===== src/rtl/pe_pkg.sv =====
// Shared types and fixed-point saturation helpers for the reconfigurable Horner PE.
package pe_pkg;

    localparam int INT_BW_DEF = 5;
    localparam int FRA_BW_DEF = 10;
    localparam int MUL_BW_DEF = 1 + INT_BW_DEF + FRA_BW_DEF;
    localparam int ACC_BW_DEF = 32;

    typedef enum logic [1:0] {
        MODE_GEMM = 2'b00,
        MODE_DIV  = 2'b01,
        MODE_EXP  = 2'b10,
        MODE_LOG  = 2'b11
    } mode_e;

    typedef enum logic [1:0] {
        S_IDLE = 2'd0,
        S_ITER = 2'd1,
        S_DONE = 2'd2
    } state_e;

    // Accumulator format (Q.2F) to operand format (Q.F), clamping to the operand range.
    function automatic logic signed [63:0] sat_q(input logic signed [63:0] v,
                                                 input int int_bw, input int fra_bw,
                                                 output logic clip);
        logic signed [63:0] hi, lo;
        hi   = (64'sd1 <<< (int_bw + 2 * fra_bw)) - 64'sd1;
        lo   = -(64'sd1 <<< (int_bw + 2 * fra_bw));
        clip = 1'b1;
        if (v > hi)
            sat_q = (64'sd1 <<< (int_bw + fra_bw)) - 64'sd1;
        else if (v < lo)
            sat_q = -(64'sd1 <<< (int_bw + fra_bw));
        else begin
            clip  = 1'b0;
            sat_q = v >>> fra_bw;
        end
    endfunction

    function automatic logic signed [63:0] sat_acc(input logic signed [63:0] v,
                                                   input int acc_bw, output logic clip);
        logic signed [63:0] hi, lo;
        hi   = (64'sd1 <<< (acc_bw - 1)) - 64'sd1;
        lo   = -(64'sd1 <<< (acc_bw - 1));
        clip = 1'b1;
        if (v > hi)
            sat_acc = hi;
        else if (v < lo)
            sat_acc = lo;
        else begin
            clip    = 1'b0;
            sat_acc = v;
        end
    endfunction

endpackage


===== src/rtl/horner_fsm.sv =====
// Iterative Horner evaluator: one coefficient per accepted beat, acc = acc*x + c.
module horner_fsm
    import pe_pkg::*;
#(
    parameter int INT_BW = INT_BW_DEF,
    parameter int FRA_BW = FRA_BW_DEF,
    parameter int MUL_BW = MUL_BW_DEF,
    parameter int ACC_BW = ACC_BW_DEF,
    parameter int ORDER  = 4
) (
    input  logic              clk,
    input  logic              rst_n,
    input  logic              start_i,
    input  logic              in_valid_i,
    input  logic [ACC_BW-1:0] mac_i,
    input  logic [ACC_BW:0]   sum_i,
    output logic              busy_o,
    output logic              done_o,
    output logic [MUL_BW-1:0] mul_a_o,
    output logic [MUL_BW-1:0] xq_o,
    output logic [ACC_BW-1:0] acc_o,
    output logic              sat_flag_o
);

    localparam int CNT_W = (ORDER < 1) ? 1 : $clog2(ORDER + 1);

    state_e            state_q, state_d;
    logic [CNT_W-1:0]  cnt_q, cnt_d;
    logic [ACC_BW-1:0] acc_q, acc_d;
    logic [MUL_BW-1:0] xq_q, xq_d;
    logic              satf_q, satf_d;
    logic              xclip, aclip, mclip;

    // Multiplier operand derived from the running accumulator
    always_comb begin
        mclip   = 1'b0;
        mul_a_o = MUL_BW'(sat_q(64'($signed(acc_q)), INT_BW, FRA_BW, mclip));
    end

    always_comb begin
        state_d = state_q;
        cnt_d   = cnt_q;
        acc_d   = acc_q;
        xq_d    = xq_q;
        satf_d  = satf_q;
        xclip   = 1'b0;
        aclip   = 1'b0;
        case (state_q)
            S_IDLE: if (start_i) begin
                xq_d    = MUL_BW'(sat_q(64'($signed(mac_i)), INT_BW, FRA_BW, xclip));
                acc_d   = '0;
                cnt_d   = '0;
                satf_d  = xclip;
                state_d = S_ITER;
            end
            S_ITER: if (in_valid_i) begin
                acc_d  = ACC_BW'(sat_acc(64'($signed(sum_i)), ACC_BW, aclip));
                cnt_d  = cnt_q + CNT_W'(1);
                satf_d = satf_q | aclip | mclip;
                if (cnt_q == CNT_W'(ORDER))
                    state_d = S_DONE;
            end
            S_DONE:  state_d = S_IDLE;
            default: state_d = S_IDLE;
        endcase
    end

    always_ff @(posedge clk or negedge rst_n) begin
        if (!rst_n) begin
            state_q <= S_IDLE;
            cnt_q   <= '0;
            acc_q   <= '0;
            xq_q    <= '0;
            satf_q  <= 1'b0;
        end else begin
            state_q <= state_d;
            cnt_q   <= cnt_d;
            acc_q   <= acc_d;
            xq_q    <= xq_d;
            satf_q  <= satf_d;
        end
    end

    assign busy_o     = (state_q != S_IDLE);
    assign done_o     = (state_q == S_DONE);
    assign xq_o       = xq_q;
    assign acc_o      = acc_q;
    assign sat_flag_o = satf_q;

endmodule


===== src/rtl/pe_r_horner.sv =====
// Reconfigurable PE: systolic GEMM MAC or Horner-polynomial unary evaluation on one multiplier.
module pe_r_horner
    import pe_pkg::*;
#(
    parameter int INT_BW = 5,
    parameter int FRA_BW = 10,
    parameter int MUL_BW = 16,
    parameter int ACC_BW = 32,
    parameter int ORDER  = 4
) (
    input  logic              clk,
    input  logic              rst_n,
    input  logic [1:0]        gemm_uno,
    input  logic              start,
    input  logic              in_valid,
    output logic              in_ready,
    input  logic [ACC_BW-1:0] mac_i,
    input  logic [MUL_BW-1:0] x_i,
    input  logic [MUL_BW-1:0] wc_i,
    input  logic [ACC_BW-1:0] o_i,
    output logic [ACC_BW-1:0] mac_o,
    output logic [ACC_BW-1:0] o_o,
    output logic [MUL_BW-1:0] wc_o,
    output logic              out_valid,
    output logic              busy,
    output logic              sat_flag
);

    logic signed [MUL_BW-1:0]   wreg_q, ireg_q, op_a, op_b, mul_a, xq;
    logic signed [2*MUL_BW-1:0] prod;
    logic signed [ACC_BW:0]     add_x, sum;
    logic [ACC_BW-1:0]          oreg_q, acc;
    logic                       ov_q, fsm_busy, fsm_done, uno_start, gemm_acc;

    // Mode only gates the start; the polynomial itself comes from the streamed coefficients
    assign uno_start = start & (mode_e'(gemm_uno) != MODE_GEMM) & ~fsm_busy;
    assign in_ready  = fsm_busy ? ~fsm_done : ~uno_start;
    assign gemm_acc  = in_valid & ~fsm_busy & ~uno_start;

    assign op_a  = fsm_busy ? mul_a : wreg_q;
    assign op_b  = fsm_busy ? xq : ireg_q;
    assign prod  = (2*MUL_BW)'(op_a) * (2*MUL_BW)'(op_b);
    // One guard bit so the unary path can detect accumulator overflow
    assign add_x = fsm_busy ? ((ACC_BW+1)'($signed(wc_i)) <<< FRA_BW)
                            : (ACC_BW+1)'($signed(o_i));
    assign sum   = (ACC_BW+1)'(prod) + add_x;

    horner_fsm #(
        .INT_BW(INT_BW), .FRA_BW(FRA_BW), .MUL_BW(MUL_BW),
        .ACC_BW(ACC_BW), .ORDER(ORDER)
    ) u_fsm (
        .clk        (clk),
        .rst_n      (rst_n),
        .start_i    (uno_start),
        .in_valid_i (in_valid),
        .mac_i      (mac_i),
        .sum_i      (sum),
        .busy_o     (fsm_busy),
        .done_o     (fsm_done),
        .mul_a_o    (mul_a),
        .xq_o       (xq),
        .acc_o      (acc),
        .sat_flag_o (sat_flag)
    );

    always_ff @(posedge clk or negedge rst_n) begin
        if (!rst_n) begin
            wreg_q <= '0;
            ireg_q <= '0;
            oreg_q <= '0;
            ov_q   <= 1'b0;
        end else begin
            ov_q <= 1'b0;
            if (gemm_acc) begin
                wreg_q <= wc_i;
                ireg_q <= x_i;
                oreg_q <= sum[ACC_BW-1:0];
                ov_q   <= 1'b1;
            end else if (fsm_done) begin
                oreg_q <= acc;
                ov_q   <= 1'b1;
            end
        end
    end

    assign mac_o     = oreg_q;
    assign o_o       = oreg_q;
    assign wc_o      = wreg_q;
    assign out_valid = ov_q;
    assign busy      = fsm_busy;

endmodule


===== config.mk =====
export PLATFORM = sky130hd
export DESIGN_NAME = pe_r_horner
export DESIGN_NICKNAME = d
export VERILOG_FILES = /design/src/rtl/pe_pkg.sv /design/src/rtl/horner_fsm.sv /design/src/rtl/pe_r_horner.sv
export SDC_FILE = /design/constraint.sdc
export NUM_CORES = 1
export LEC_CHECK = 0
export CAP_MARGIN = 20
export CORE_MARGIN = 2
export CORE_UTILIZATION = 35
export DETAILED_ROUTE_END_ITERATION = 8
export PLACE_DENSITY_LB_ADDON = 0.05
export SYNTH_ARGS = -nofsm -noshare
export SYNTH_HDL_FRONTEND = slang
export SYNTH_HIERARCHICAL = 1
export SYNTH_SLANG_ARGS = --single-unit
export TNS_END_PERCENT = 20

===== constraint.sdc =====
create_clock -name clk -period 10 [get_ports clk]
set_input_delay 2 -clock clk [delete_from_list [all_inputs] [get_ports clk]]
set_output_delay 2 -clock clk [all_outputs]
set_load 0.1 [all_outputs]

# Word-level counts from Yosys, hierarchy flattened
# Cells that the tools add are included.
[word_totals] ff_bits=119 output_inout_bits=84 wordCells=76
[op_classes] n_addsub=2 mul=1 magnitude_cmp=6 n_eq_ne=6 mux=35 n_bitwise=9 reduce_logical=8
[ops] op="32-bit two-way mux" n=6
[ops] op="16-bit two-way mux" n=6
[ops] op="32-bit by 26-bit > comparator with 1-bit output (second input constant)" n=2
[ops] op="32-bit by 26-bit < comparator with 1-bit output (second input constant)" n=2
[ops] op="32-bit case mux with 2 select lines" n=1
[ops] op="32-bit by 33-bit adder with 33-bit output" n=1
[ops] op="33-bit by 32-bit > comparator with 1-bit output (second input constant)" n=1
[ops] op="33-bit by 32-bit < comparator with 1-bit output (second input constant)" n=1
[ops] op="33-bit two-way mux" n=1
[ops] op="16-bit by 16-bit multiplier with 32-bit output" n=1
[ops] op="1-bit two-way mux" n=13
[ops] op="2-bit nonzero test" n=4
[ops] op="2-bit two-way mux" n=3
[ops] op="3-bit two-way mux" n=2
[ops] op="3-bit case mux with 2 select lines" n=1
[ops] op="3-bit AND reduction" n=2
[ops] op="1-bit AND" n=4
[ops] op="2-bit inequality test (second input constant)" n=2
[ops] op="2-bit case mux with 2 select lines" n=1
[ops] op="3-bit by 1-bit adder with 3-bit output (second input constant)" n=1
[ops] op="3-bit equality test (second input constant)" n=1
[ops] op="1-bit NOT" n=3
[ops] op="2-bit by 1-bit equality test with 1-bit output (second input constant)" n=1
[ops] op="2-bit equality test (second input constant)" n=1
[ops] op="5 further kinds" n=6

# Depth between registers and ports, before layout
# Gate-level depths: netlist (run 1).
[logic_depth] ltp_word=15 depth_mapped=32

# By module
# The synthesis (run 1) kept the hierarchy.
[by_module_without_submodules] module="pe_r_horner" n_inst=1 cells_each=1671 area_each_um2=15031.9
[by_module_without_submodules] module="horner_fsm" n_inst=1 cells_each=268 area_each_um2=2411.1

# Worst setup path after synthesis (run 1)
# No wires, ideal clock.
[synth_timing] path_kind="flip-flop to flip-flop" startpoint="register u_fsm.state_q[0]" endpoint="register u_fsm.acc_q[10], in the netlist u_fsm/acc_o[10]" setup_ps=83 t_arrival_ps=8147 setup_slack_ps=1770 path_stages_with_launch=29 path_cell_list="dfrtp_1 > or2_2 > buf_2 > buf_2 > mux2_2 > nand2_1 > inv_1 > fa_1 > inv_1 > fa_1 > inv_1 > fa_1 > fa_1 > fa_1 > inv_1 > fa_1 > inv_1 > ha_1 > buf_4 > and3_2 > nand2_2 > or3_4 > nor4_1 > a211oi_2 > xnor2_1 > nor2b_1 > clkbuf_1 > nor2_1 > o21ai_0"
[synth_between] elab_chain_len=9 word_cells_on_any_way=20 cone_classes="add/sub: 1; mul: 1; order compare: 2; eq/ne: 3; mux: 7; bitwise: 2; reduce/logical: 4"
[synth_lines] element="from (decl)" line="horner_fsm.sv:27" text="state_e state_q, state_d;"
[synth_lines] element="from (signal assigned)" line="horner_fsm.sv:76" text="state_q <= state_d;"
[synth_lines] element="2-bit nonzero test *" line="horner_fsm.sv:84" text="assign busy_o = (state_q != S_IDLE);"
[synth_lines] element="via busy" line="pe_r_horner.sv:25" text="output logic busy,"
[synth_lines] element="16-bit two-way mux, on equally long branches" line="pe_r_horner.sv:40, pe_r_horner.sv:41"
[synth_lines] element="16-bit by 16-bit multiplier with 32-bit output" line="pe_r_horner.sv:42" text="assign prod = (2*MUL_BW)'(op_a) * (2*MUL_BW)'(op_b);"
[synth_lines] element="32-bit by 33-bit adder with 33-bit output *" line="pe_r_horner.sv:46" text="assign sum = (ACC_BW+1)'(prod) + add_x;"
[synth_lines] element="via sum[31]" line="pe_r_horner.sv:31" text="logic signed [ACC_BW:0] add_x, sum;"
[synth_lines] element="33-bit by 32-bit < comparator with 1-bit output" line="pe_pkg.sv:48" text="else if (v < lo)"
[synth_lines] element="32-bit two-way mux" line="pe_pkg.sv:48"
[synth_lines] element="32-bit two-way mux *" line="pe_pkg.sv:46" text="if (v > hi)"
[synth_lines] element="32-bit two-way mux *" line="horner_fsm.sv:56" text="S_ITER: if (in_valid_i) begin"
[synth_lines] element="32-bit case mux with 2 select lines *" line="horner_fsm.sv:48" text="case (state_q)"
[synth_lines] element="to (signal assigned)" line="horner_fsm.sv:72" text="acc_q <= '0;"
[synth_lines] element="to (signal assigned)" line="horner_fsm.sv:78" text="acc_q <= acc_d;"
[synth_lines] element="to (decl)" line="horner_fsm.sv:29" text="logic [ACC_BW-1:0] acc_q, acc_d;"
# The timed path passes the listed nets; every way through them passes the cells marked *. The select of a mux whose other input is x is not followed.
# A chain may end at the register's enable or synchronous reset.

# Worst setup path in the final report (run 1)
[layout_timing] startpoint="register u_fsm.state_q[0]" endpoint="register u_fsm.acc_q[20], in the netlist u_fsm/acc_o[20]"
[layout_between] elab_chain_len=9 word_cells_on_any_way=20 cone_classes="add/sub: 1; mul: 1; order compare: 2; eq/ne: 3; mux: 7; bitwise: 2; reduce/logical: 4"
[layout_lines] element="2-bit nonzero test *" line="horner_fsm.sv:84"
[layout_lines] element="16-bit two-way mux, on equally long branches" line="pe_r_horner.sv:40, pe_r_horner.sv:41"
[layout_lines] element="16-bit by 16-bit multiplier with 32-bit output" line="pe_r_horner.sv:42"
[layout_lines] element="32-bit by 33-bit adder with 33-bit output *" line="pe_r_horner.sv:46"
[layout_lines] element="via sum[31]" line="pe_r_horner.sv:31"
[layout_lines] element="33-bit by 32-bit < comparator with 1-bit output" line="pe_pkg.sv:48"
[layout_lines] element="32-bit two-way mux" line="pe_pkg.sv:48"
[layout_lines] element="32-bit two-way mux *" line="pe_pkg.sv:46"
[layout_lines] element="32-bit two-way mux *" line="horner_fsm.sv:56"
[layout_lines] element="32-bit case mux with 2 select lines *" line="horner_fsm.sv:48"
# Marked as above.

==> metrics.yaml, run 1 <==
status: "completed"
whs_endpoint: "ireg_q[4]"
relSlewSlack: 0.331
min_from: "ireg_q[4]"
firstDrtPassIters: 5
clkLatencyLatePin_ns: 0.48
io_pins: 186
finalSetupTns_ns: 0
synth_top_area_share: 0.343
finalSetupViolCount: 0
critPathArrivalTime_ns: 9.37
cp.required_ns: 10.39
yosys_most_used_dff: "dfrtp_1"
synth_area_leaders: "fa_1, dfrtp_1, inv_1"
min_period_ns: 8.98
first_global_vias: 14054
die_area_mm2: 0.0516
critPathCaptureType: "register"
num_antenna_cells: 0
place_hpwl_um: 45800
hold_viol_final: 0
area_delta_synth_final_pct: 17.1
start_kind: "register"
synth.most_common_cell: "inv_1"
via_count: 13250
r2r_end: "u_fsm/acc_o[20]"
cts-root-buf: "clkbuf_16"
synth_cells: 1939
layout.nets: 2576
period_share: 0.898
die_h_um: 227
worst_r2r_path_depth: 25
clkTransAtPathRegs_ns: 0.06
clock_skew_ns: 0.0151
yosysTopAreaCell: "fa_1"
rsz0062_at_grt: "false"
hp-class: "register to register"
grt_usage: 0.230
max_freq_mhz: 111
wl_per_cell_um: 20.3
final_util: 0.416
antenna_found_initial: 0
drt_iter0_drc: 730
place_ws_ns: 1.02
max-cap-violations: 0
crit_path_start: "u_fsm/state_q[0]"
setup_ws_ns: 1.02
cts_tree: "yes"
ant_nets: 0
synth_cell_types: 64
grt_pass1_wl_um: 86500
r2r_start: "u_fsm/state_q[0]"
rows: 81
core_mm2: 0.0491
postCtsSetupRepairBufs: 0
vias_per_cell: 4.82
die_x_um: 227
overflow: 0
cts_hold_buf: 0
grt_max_degree: 80
maxSlewViolCount: 0
clockBufferDepth: 2
syn_area_per_cell_um2: 9.00
worstHoldPathCells: 2
hold_slack_ns: 0.473
synth_async_sr_flop_share: 1.00
ys_ff_latch: 119
postCtsResizedCells: 0
gp_congestion: 0.880
crit_fanout: 31
synth_fp_nets: 2443
final_layout_size_suffix_gt1_frac: 0.0734
clock_sinks: 119
wl_um: 55900
yosys_warnings: 6
worst_pin_slew_ns: 1.00
synth_area_mm2: 0.0174
rrSetupSlack_ns: 1.02
cts_max_level: 4
worstSetupPathType: "register to register"
cts_buffers: 17
ys_seq_area_frac: 0.171
io_buffers: 175
synthTopCellsByCount: "inv_1, nand2_1, fa_1"
start_util: 0.356
synth-edff-count: 0
post-route-drc-count: 0
-- worst max-delay path, cell delays in order (launching register included) --
cell      delay [ns]
dfrtp_1         0.50
or2_4           0.50
mux2_2          0.51
nand2_1         0.20
inv_1           0.08
fa_1            0.74
inv_1           0.11
fa_1            0.86
inv_1           0.16
fa_1            0.55
fa_1            0.45
fa_1            0.54
inv_1           0.05
fa_1            0.57
inv_1           0.05
ha_1            0.46
and3_2          0.28
nand2_2         0.08
or3_4           0.42
nor4_1          0.25
a211oi_2        0.12
xnor2_1         0.48
nor2b_2         0.24
buf_4           0.38
nor2_1          0.07
o21ai_0         0.17
-- flip-flops by register name, summed over array words and instances (netlist names) --
signal,cells
ireg_q,16
u_fsm/sat_flag_o,1
wc_o,16
mac_o,32
u_fsm/state_q,2
u_fsm/cnt_q,3
u_fsm/acc_o,32
u_fsm/xq_o,16
out_valid,1
-- cell families after synthesis --
kind of cell	count (synthesis)	synth area share
mux	105	0.0633
buf+inv	477	0.113
compound gates	207	0.0785
simple gates	588	0.137
xor+xnor	41	0.0206
fa+ha+maj	402	0.417
flops	119	0.171
-- per-stage QoR --
stage,instance area (um^2),instances
final,20400,2749
after floorplan,17400,1939
after detailed placement,19800,2717
after global placement,19800,2717
after global routing,20400,2749
after CTS,20400,2749
-- routing by layer --
layer,wire (um),part of all wire,track usage
met4,1720,0.031,0.0831
met2,27500,0.49,0.391
met5,0,0,0
met3,2170,0.039,0.0265
met1,24500,0.44,0.302
-- cells in the final DEF (no fill, tap or decap), drive strengths merged, types with 34 or more instances in the layout --
master	Yosys	final
inv	372	375
nand2	310	310
fa	299	299
nor2	205	205
clkdlybuf4s50	0	174
dfrtp	119	119
ha	103	103
o21ai	75	75
mux2i	62	62
buf	49	45
mux2	43	43
a21oi	40	40
o21a	34	34
-- final cells by class --
| type | instances | area (um^2) |
|---|---|---|
| multi-input cells | 1343 | 12500 |
| clock inverters | 12 | 141 |
| clock buffers | 20 | 467 |
| fillers | 4987 | 28600 |
| well taps | 664 | 831 |
| inverters | 372 | 1400 |
| repair buffers | 219 | 2080 |
| flip-flops and latches | 119 | 2980 |
-- worst max path at each step --
stage / to / slack (ns)
floorplan: u_fsm/acc_o[10] / 1.77
global placement: u_fsm/acc_o[27] / 1.09
detailed placement: u_fsm/acc_o[20] / 1.02
CTS: u_fsm/acc_o[20] / 0.98
global route: u_fsm/acc_o[11] / 0.43
finish: u_fsm/acc_o[20] / 1.02
Power of run 1 is left out: the tool's default activity adds up to more than one toggle a clock period on the data nets, which glitch-free logic cannot reach.
==> inputs of run 2 (changes only) <==
- ABC_AREA: default -> 1
==> run 2 against run 1 <==
  * Core utilization decreased by 1.0 points
  * Critical path depth increased by 8
  * Highest routed layer unchanged
  * Register-to-register slack improved by 0.54 ns
  * Clock skew decreased by 0.0064 ns
  * Non-clock buffer count decreased by 25
  * First-iteration DRC count increased by 13%
==> metrics.yaml, run 2 <==
period_share: 0.844  # -0.0541
synth.most_common_cell: "inv_1"
fin_area_mm2: 0.0208  # +2.0%
synth_cells: 2317  # +19%
drt_iter0_drc: 822  # +13%
grt_pass1_wl_um: 88700  # +2.5%
gp_congestion: 0.854  # -3.0%
yosys_most_used_dff: "dfrtp_1"
grt_usage: 0.217  # -0.0125
cp.required_ns: 10.28  # -0.11 ns
min_from: "u_fsm/xq_o[15]"
finalSetupTns_ns: 0  # unchanged
clock_sinks: 119  # unchanged
synth_fp_nets: 2821  # +15%
critPathArrivalTime_ns: 8.72  # -0.65 ns
clockBufferDepth: 2  # unchanged
synth_area_leaders: "fa_1, dfrtp_1, inv_1"
r2r_start: "u_fsm/state_q[1]"
wl_per_cell_um: 17.9  # -12%
synth_cell_types: 40  # -38%
clkTransAtPathRegs_ns: 0.06  # about the same
rows: 83  # +2.5%
crit_top_cell: "inv_1"
clkLatencyLatePin_ns: 0.43  # -0.05 ns
ys_seq_area_frac: 0.164  # -0.00648
worst_pin_slew_ns: 1.02  # +0.0236 ns
final_common_cell: "inv_1"
postCtsSetupRepairBufs: 0  # unchanged
synth_area_mm2: 0.0181  # +3.9%
rsz0062_at_grt: "false"
core_mm2: 0.0513  # +4.6%
area_delta_synth_final_pct: 14.9
num_antenna_cells: 0  # unchanged
crit_path_start: "u_fsm/state_q[1]"
status: "completed"
critPathCaptureType: "register"
die_h_um: 232  # +1.9%
die_area_mm2: 0.0536  # +3.9%
layout.nets: 2934  # +14%
hold_viol_final: 0  # unchanged
io_pins: 186  # unchanged
post-route-drc-count: 0  # unchanged
max-cap-violations: 0  # unchanged
start_kind: "register"
finalSetupViolCount: 0  # unchanged
via_count: 14597  # +10%
start_util: 0.353  # -0.00218
wl_um: 55900  # about the same
synth_top_area_share: 0.330  # -0.0130
synthTopCellsByCount: "inv_1, nand2_1, fa_1"
cp_slowest_cell: "fa_1"
synth-edff-count: 0  # unchanged
cts_tree: "yes"
cts_hold_buf: 0  # unchanged
ys_ff_latch: 119  # unchanged
crit_fanout: 42  # +35%
relSlewSlack: 0.317  # -0.0136
firstDrtPassIters: 5  # unchanged
synth_async_sr_flop_share: 1.00  # unchanged
place_hpwl_um: 46400  # +1.3%
yosys_warnings: 6  # unchanged
syn_area_per_cell_um2: 7.83  # -13%
cts_max_level: 4  # unchanged
grt_max_degree: 67  # -16%
maxSlewViolCount: 0  # unchanged
postCtsResizedCells: 0  # unchanged
critPathMaxStageDelay_ns: 0.81  # -0.05 ns
cts-root-buf: "clkbuf_16"
yosysTopAreaCell: "fa_1"
final_cell_mix: "inv_1, nand2_1, fa_1, nor2_1, clkdlybuf4s50_1"
worstSetupPathType: "register to register"
cts_buffers: 17  # unchanged
vias_per_cell: 4.68  # -2.9%
die_x_um: 232  # +1.9%
antenna_found_initial: 0  # unchanged
place_area_mm2: 0.0202  # +2.1%
clock_skew_ns: 0.00869  # -0.00641 ns
overflow: 0  # unchanged
first_global_vias: 15298  # +8.9%
io_buffers: 175  # unchanged
final_layout_size_suffix_gt1_frac: 0.0615  # -0.0119
ant_nets: 0  # unchanged
hp-class: "register to register"
max_freq_mhz: 118  # +6.4%
min_period_ns: 8.44  # -0.541 ns
run 2: cell types whose count changed in the layout (fill, tap and decap cells not counted), sizes merged, moves of 43 or more:
cell,previous run,this run
a21oi,40,98
mux2,43,0
mux2i,62,2
nand3,10,76
inv,375,549
nand2,310,521
nor2,205,265
run 2: layout make-up:
type	instances	area, um^2
clock buffer	20	457
clock inverter	9	126
fill	5463	30500
inverter	549	2070
multi-input combinational	1549	12500
sequential	119	2980
tap	680	851
timing repair buffer	194	1890
run 2: worst paths after layout:
check                                  endpoint  slack, ns  cells after the start
worst max-delay path            u_fsm/acc_o[19]       1.56                     33
worst min-delay path             u_fsm/xq_o[15]       0.49                      2
worst max register to register  u_fsm/acc_o[19]       1.56                     33
worst min register to register   u_fsm/xq_o[15]       0.49                      2
max in group asynchronous              mac_o[2]       7.00                      2
min in group asynchronous        u_fsm/cnt_q[0]       1.70                      1
run 2: metrics by stage:
stage / setup slack (ns) / hold slack (ns) / cells / utilization
after floorplan: 2.30 / 0.448 / 2317 / -
after global placement: 1.57 / 0.466 / 3091 / 0.395
after detailed placement: 1.51 / 0.474 / 3091 / 0.395
after CTS: 1.49 / 0.490 / 3120 / 0.406
after global routing: 0.930 / 0.511 / 3120 / 0.406
final: 1.56 / 0.487 / 3120 / 0.406
run 2: metal layers:
layer  GRT usage  vias to the layer above  routed length [um]
met1       0.302                     7232               25900
met2       0.374                      300               27600
met3      0.0218                       37                1840
met4      0.0315                        0                 566
li1            -                     7028                   -
met5           0                        -                   0
run 2: worst max-delay path, delay by kind of cell, from the launching register on:
kind / cells / cell delay [ns]
compound gates: 3 / 1.04
buf+inv: 10 / 1.35
fa+ha+maj: 7 / 4.02
simple gates: 13 / 1.42
flops: 1 / 0.43
run 2: logic make-up (layout without fill, tap and decap cells):
kind of cell / Yosys count / count (layout) / synth area share
AOI/OAI and AO/OA: 218 / 218 / 0.0721
xor gates and xnor gates: 20 / 20 / 0.00966
adders and majority gates: 402 / 402 / 0.401
buffers and inverters: 649 / 772 / 0.149
DFF: 119 / 119 / 0.164
muxes: 2 / 2 / 0.00131
and+or+nand+nor: 907 / 907 / 0.203
Power of run 2 is left out for the same reason.
==> inputs of run 3 (changes only) <==
- clock period: 10 -> 7.7 ns (I/O delays scaled with it)
==> run 3 against run 2 <==
  * Via count rose by 2.5%
  * Flip-flop and latch count did not move
  * Non-clock buffer count rose by 94
  * Cell count rose by 3.1%
  * Register-to-register slack got worse by 1.2 ns
  * Count of clock-buffer cells in the layout fell by 3
  * First-iteration DRC count fell by 3.0%
  * Sequential share of layout area fell by 0.63 points
  * Design area rose by 4.6%
  * Highest routed layer unchanged
==> metrics.yaml, run 3 (synthesis results as in run 2) <==
seqCellArea_mm2: 0.00298  # unchanged
first_global_vias: 15796  # +3.3%
post-route-drc-count: 0  # unchanged
critPathCaptureType: "register"
core_mm2: 0.0513  # unchanged
antenna_found_initial: 0  # unchanged
place_ws_ns: 0.215  # -1.30 ns
multiInputGateArea_mm2: 0.0126  # +0.90%
gp_congestion: 0.901  # +5.5%
io_pins: 186  # unchanged
ant_nets: 0  # unchanged
start_kind: "register"
clockBufferDepth: 2  # unchanged
grt_max_degree: 68  # +1.5%
wl_um: 57300  # +2.5%
start_util: 0.353  # unchanged
maxSlewViolCount: 0  # unchanged
max-cap-violations: 0  # unchanged
cp.required_ns: 7.98  # -2.30 ns
cp_slowest_cell: "fa_1"
firstDrtPassIters: 5  # unchanged
hold_slack_ns: 0.486  # -0.000525 ns
cts_tree: "yes"
hold_viol_final: 0  # unchanged
cts_max_level: 4  # unchanged
finalSetupViolCount: 0  # unchanged
die_h_um: 232  # unchanged
overflow: 0  # unchanged
io_buffers: 175  # unchanged
min_from: "ireg_q[14]"
finalSetupTns_ns: 0  # unchanged
crit_path_start: "u_fsm/acc_o[29]"
crit_top_cell: "nand2_1"
via_count: 14961  # +2.5%
setup_ws_ns: 0.400  # -1.16 ns
die_x_um: 232  # unchanged
clock_sinks: 119  # unchanged
worstSetupPathType: "register to register"
period_share: 0.948  # +0.104
rsz0062_at_grt: "true"
status: "completed"
worst_pin_slew_ns: 1.00  # -0.0214 ns
clkLatencyLatePin_ns: 0.44  # about the same
r2r_start: "u_fsm/acc_o[29]"
nFillCells: 5315  # -2.7%
grt_usage: 0.222  # +0.00427
layout.nets: 3028  # +3.2%
clock_skew_ns: 0.0130  # +0.00433 ns
cts-root-buf: "clkbuf_16"
final_layout_size_suffix_gt1_frac: 0.108  # +0.0461
crit_fanout: 31  # -26%
area_delta_synth_final_pct: 20.2
drt_iter0_drc: 797  # -3.0%
rows: 83  # unchanged
vias_per_cell: 4.65  # -0.60%
grt_pass1_wl_um: 90100  # +1.6%
die_area_mm2: 0.0536  # unchanged
num_antenna_cells: 0  # unchanged
cts_buffers: 17  # unchanged
place_hpwl_um: 48200  # +3.8%
critPathArrivalTime_ns: 7.58  # -1.14 ns
hp-class: "register to register"
relSlewSlack: 0.330  # +0.0122
min_period_ns: 7.30  # -1.14 ns
final_cell_mix: "inv_1, nand2_1, fa_1, nor2_1, clkdlybuf4s50_1"
final_common_cell: "inv_1"
max_freq_mhz: 137  # +16%
wl_per_cell_um: 17.8  # -0.58%
critPathMaxStageDelay_ns: 0.55  # -0.26 ns
clkTransAtPathRegs_ns: 0.06  # about the same
run 3: final timing paths:
kind	slack, ns	cells after the start	endpoint
hold reg to reg	0.49	2	ireg_q[14]
max in group asynchronous	5.14	2	wc_o[8]
setup / recovery	0.40	37	u_fsm/acc_o[17]
hold / removal	0.49	2	ireg_q[14]
setup reg to reg	0.40	37	u_fsm/acc_o[17]
min in group asynchronous	1.20	1	u_fsm/state_q[1]
run 3: what timing repair did:
item	CTS	global route
gates resized for setup	0	44
hold buffers	0	0
setup buffers	0	11
setup endpoints to repair	0	32
run 3: metal layers:
| layer | global-route usage | up-vias | part of all wire |
|---|---|---|---|
| met1 | 0.299 | 7358 | 0.45 |
| met3 | 0.0332 | 56 | 0.042 |
| met2 | 0.373 | 336 | 0.48 |
| met5 | 0 | - | 0 |
| met4 | 0.0557 | 0 | 0.023 |
| li1 | - | 7211 | - |
run 3: cell type report:
type	count	share of cell area
Multi-Input combinational cell	1549	0.577
Timing Repair Buffer	288	0.125
Clock inverter	15	0.00775
Inverter	549	0.0954
Sequential cell	119	0.137
Tap cell	680	0.0390
Clock buffer	17	0.0195
run 3: critical path, delay by kind of cell (launching register included):
family | cells | cell delay, ns
buf+inv | 10 | 0.95
compound gates | 4 | 0.53
simple gates | 16 | 1.86
flops | 1 | 0.41
fa+ha+maj | 7 | 3.36
run 3: stage by stage:
stage	std cells	util	instance area [um^2]
finish	3217	0.425	21800
global placement	3172	0.408	20900
detailed placement	3172	0.408	20900
floorplan	2317	-	18100
CTS	3204	0.420	21500
global route	3217	0.425	21800
Power of run 3 is left out for the same reason.
